## src/rtl/fetch_unit.sv

```systemverilog
// rtl/fetch_unit.sv - instruction fetch unit with a DEPTH-entry fetch buffer
// Optional macro FETCH_MISALIGN_CHECK_EN: a misaligned redirect yields one flagged NOP, then fetch halts.
module fetch_unit #(
  parameter logic [31:0] RESET_PC = 32'h0000_0000,
  parameter int          DEPTH    = 2
) (
  input  logic        clk,
  input  logic        rst_n,
  output logic [31:0] imem_addr,
  input  logic [31:0] imem_rdata,
  input  logic        redirect_valid,
  input  logic [31:0] redirect_pc,
  output logic        out_valid,
  input  logic        out_ready,
  output logic [31:0] out_pc,
  output logic [31:0] out_instr,
  output logic        out_misaligned
);
  localparam int            PW   = (DEPTH > 1) ? $clog2(DEPTH) : 1;
  localparam int            CW   = $clog2(DEPTH + 1);
  localparam logic [CW-1:0] FULL = CW'(DEPTH);
  localparam logic [PW-1:0] LAST = PW'(DEPTH - 1);
  localparam logic [31:0]   NOP  = 32'h0000_0013;

  logic [31:0]   pc_q;
  logic [CW-1:0] count_q, count_d;
  logic [PW-1:0] rd_ptr_q, wr_ptr_q;
  logic [31:0]   pc_mem    [DEPTH];
  logic [31:0]   instr_mem [DEPTH];

  logic        deq, fetch_en, enq, stall, mis_enq;
  logic [31:0] load_pc, enq_instr;

  function automatic logic [PW-1:0] ptr_inc(input logic [PW-1:0] p);
    return (p == LAST) ? '0 : p + 1'b1;
  endfunction

`ifdef FETCH_MISALIGN_CHECK_EN
  logic halt_q, pend_q;
  logic mis_mem [DEPTH];

  // pend_q marks the cycle after a misaligned redirect, when the flagged NOP is queued.
  assign stall          = halt_q | pend_q;
  assign mis_enq        = pend_q & ~redirect_valid;
  assign load_pc        = redirect_pc;
  assign out_misaligned = mis_mem[rd_ptr_q];
`else
  assign stall          = 1'b0;
  assign mis_enq        = 1'b0;
  assign load_pc        = redirect_pc & ~32'h0000_0003;
  assign out_misaligned = 1'b0;
`endif

  assign imem_addr = pc_q;
  assign out_valid = (count_q != '0);
  assign out_pc    = pc_mem[rd_ptr_q];
  assign out_instr = instr_mem[rd_ptr_q];

  assign deq       = out_valid & out_ready;
  assign fetch_en  = ~stall & ~redirect_valid & ((count_q != FULL) | deq);
  assign enq       = fetch_en | mis_enq;
  assign enq_instr = mis_enq ? NOP : imem_rdata;

  always_comb begin
    count_d = count_q + CW'(enq) - CW'(deq);
  end

  always_ff @(posedge clk) begin
    if (!rst_n) begin
      pc_q     <= RESET_PC;
      count_q  <= '0;
      rd_ptr_q <= '0;
      wr_ptr_q <= '0;
`ifdef FETCH_MISALIGN_CHECK_EN
      halt_q   <= 1'b0;
      pend_q   <= 1'b0;
`endif
    end else if (redirect_valid) begin
      pc_q     <= load_pc;
      count_q  <= '0;
      rd_ptr_q <= '0;
      wr_ptr_q <= '0;
`ifdef FETCH_MISALIGN_CHECK_EN
      halt_q   <= 1'b0;
      pend_q   <= |redirect_pc[1:0];
`endif
    end else begin
      if (fetch_en) pc_q <= pc_q + 32'd4;
      if (enq) wr_ptr_q <= ptr_inc(wr_ptr_q);
      if (deq) rd_ptr_q <= ptr_inc(rd_ptr_q);
      count_q <= count_d;
`ifdef FETCH_MISALIGN_CHECK_EN
      if (mis_enq) begin
        pend_q <= 1'b0;
        halt_q <= 1'b1;
      end
`endif
    end
  end

  // Entry storage carries no reset; validity is tracked by count_q alone.
  always_ff @(posedge clk) begin
    if (enq) begin
      pc_mem[wr_ptr_q]    <= pc_q;
      instr_mem[wr_ptr_q] <= enq_instr;
`ifdef FETCH_MISALIGN_CHECK_EN
      mis_mem[wr_ptr_q]   <= mis_enq;
`endif
    end
  end

endmodule
```

## config.mk

```make
export PLATFORM = sky130hd
export DESIGN_NAME = fetch_unit
export DESIGN_NICKNAME = d
export VERILOG_FILES = /design/src/rtl/fetch_unit.sv
export SDC_FILE = /design/constraint.sdc
export NUM_CORES = 1
export LEC_CHECK = 0
export BUFFER_PORTS_ARGS = -buffer_cell sky130_fd_sc_hd__clkbuf_2
export CORE_UTILIZATION = 50
export CTS_BUF_LIST = sky130_fd_sc_hd__clkbuf_8
export DETAILED_ROUTE_END_ITERATION = 12
export PLACE_DENSITY_LB_ADDON = 0.1
export SETUP_SLACK_MARGIN = 0.4
export SYNTH_ARGS = -nofsm -noshare
export SYNTH_HDL_FRONTEND = slang
export SYNTH_SLANG_ARGS = --single-unit
```

## constraint.sdc

```tcl
create_clock -name clk -period 4.1 [get_ports clk]
set_input_delay 0.615 -clock clk [delete_from_list [all_inputs] [get_ports clk]]
set_output_delay 0.615 -clock clk [all_outputs]
set_load 0.005 [all_outputs]
```

==> results.json <==
{
  "pre_cts_ws_ps": 1260,
  "slew-limit-headroom": 0.499,
  "crit_slowest_cell": "dfxtp_2",
  "fmax_mhz": 370,
  "grt_max_degree": 44,
  "finalSetupTns_ps": 0,
  "grt.overflow.total": 0,
  "synth_ff_type": "edfxtp_1",
  "die_area_mm2": 0.0137,
  "start_kind": "flip-flop",
  "setup_viol": 0,
  "antenna_found_initial": 0,
  "cts_max_level": 4,
  "dp_hpwl_mm": 9.16,
  "n_antenna_cell": 0,
  "route.detailed.wl_per_inst_um": 16.7,
  "yosysTopAreaCell": "edfxtp_1",
  "clock_sinks": 159,
  "cp-end-kind": "output pin",
  "yosys_register_bits": 159,
  "finalCriticalPeriod_ps": 2700,
  "syn_avg_cell_area_um2": 14.1,
  "finalHoldViolations": 0,
  "core-area_mm2": 0.0128,
  "reg2regPathDepth": 4,
  "slowest_delay_ps": 750,
  "tightestPinTransition_ps": 749,
  "synth_cells": 471,
  "fin_crit_sh": 0.659,
  "crit_path_max_fanout": 26,
  "drive_gt1_frac": 0.413,
  "viasPerCell": 5.52,
  "path_clk_slew_ps": 80,
  "final_common_cell": "clkbuf_2",
  "drv_cap": 0,
  "area_growth_pct": 19.9,
  "row_count": 41,
  "grt_first_pass_wirelength_mm": 21.3,
  "drt-initial-drc-count": 333,
  "path_cells": "buf_4, mux2_2, clkbuf_2",
  "grt_usage": 0.207,
  "cts_buffers": 17,
  "drc": 0,
  "ctsResizeCount": 0,
  "path_class": "flip-flop to output pin",
  "fin_util": 0.623,
  "final_cell_mix": "158 x clkbuf_2, 124 x edfxtp_1, 62 x mux2_2",
  "final_antenna_net_count": 0,
  "first_pass_iters": 5,
  "postLayoutSetupSlackWorst_ps": 1400,
  "root_buffer": "clkbuf_8",
  "finalMaxSlewViolations": 0,
  "crit_required_ps": 3480,
  "ys_warn_count": 0,
  "holdBufCountCts": 0,
  "synth_area_mm2": 0.00664,
  "synth_edf_count": 124,
  "cts_tree": "built",
  "clockBufferDepth": 2,
  "min_path_type": "input pin to flip-flop",
  "cts_setup_buffers": 0,
  "power.density_mw_per_mm2": 411,
  "wirelength_mm": 13.6,
  "ir_drop_uv": 171,
  "die_w_um": 117,
  "io_buffers": 158,
  "async_flop_share": 0,
  "status": "finished clean",
  "synth.top_cell.area_share": 0.561,
  "grt_pass1_vias": 4231,
  "synth_cell_types": 49,
  "arrival_ps": 2090,
  "p_leak_nw": 3.04,
  "gp_congestion": 0.832,
  "die_h_um": 117,
  "start_util": 0.519,
  "num_io_pins": 166,
  "clk_latency_ps": 440,
  "min_path_cells": 1,
  "vias": 4493,
  "ys_seq_area_frac": 0.667,
  "ys_top_cells_by_area": "edfxtp_1 56%, dfxtp_1 11%, mux2_2 11%",
  "fin_worst_skew_ps": 8.82,
  "nets": 700,
  "rsz0062_at_grt": "false"
}
cell families after synthesis:
family | Yosys count | synth area share
buffers and inverters | 35 | 0.0260
other | 1 | 0.000565
AO/OA/AOI/OAI | 72 | 0.0664
AND/OR/NAND/NOR | 128 | 0.115
multiplexers | 62 | 0.105
XOR/XNOR | 11 | 0.0145
flip-flops | 159 | 0.667
adder cells (fa/ha/maj) | 3 | 0.00566
per-stage QoR:
stage	area [µm²]	instances	hold slack (ps)	total power, mW
floorplan	6650	475	481	2.07
global placement	7580	782	496	2.21
detailed placement	7580	782	506	2.22
CTS	7960	814	326	3.30
global route	7960	814	327	3.41
finish	7960	814	361	3.27
Yosys cell counts (6+ instances only):
cell type / instances
buf_4: 6
nand3_1: 18
or4_1: 12
and3_1: 7
dfxtp_1: 35
nand2_1: 25
nand4_1: 10
a31oi_1: 13
clkbuf_1: 19
nand2b_1: 6
o31ai_1: 6
nor2_1: 10
a21oi_1: 6
or3_1: 8
mux2_2: 62
and2_1: 6
edfxtp_1: 124
o21ai_0: 33
xnor2_1: 6
critical path, delay by kind of cell (launching register included):
kind                   cells  cell delay [ps]
multiplexers               1              370
buffers and inverters      2              520
flip-flops                 1              750
state kept, by name, indices dropped and copies added, names as in the netlist, named ones only:
signal and flops:
wr_ptr_q 1, count_q 2, pc_mem 60, rd_ptr_q 1, imem_addr 30, instr_mem 64
path summary, 6_finish.rpt:
kind / from / end / slack, ps
worst max register to register: count_q[1] / pc_mem[1][27] / 1700
worst max-delay path: flip-flop / out_pc[8] / 1400
worst min-delay path: imem_rdata[6] / instr_mem[1][6] / 360
worst min register to register: rd_ptr_q / rd_ptr_q / 520
power breakdown:
| group | switching (mW) | internal [mW] | total [mW] |
|---|---|---|---|
| sequential | 0.0627 | 1.83 | 1.90 |
| combinational | 0.141 | 0.141 | 0.283 |
| clock | 0.540 | 0.546 | 1.09 |
area by class of cell:
cell class | instances | area, µm²
well taps | 172 | 215
inverters | 5 | 18.8
clock buffers | 18 | 248
clock inverters | 14 | 130
repair buffers | 165 | 856
flip-flops and latches | 159 | 4430
multi-input cells | 281 | 2060
fillers | 1047 | 4820
layer usage:
layer | global-route usage | vias to the layer above | routed length [µm]
met2 | 0.333 | 158 | 6650
met4 | 0.0869 | 0 | 237
met3 | 0.0499 | 19 | 857
met5 | 0 | - | 0
li1 | - | 2134 | -
met1 | 0.270 | 2182 | 5870
Note: power is estimated with default switching activity, not from simulation.
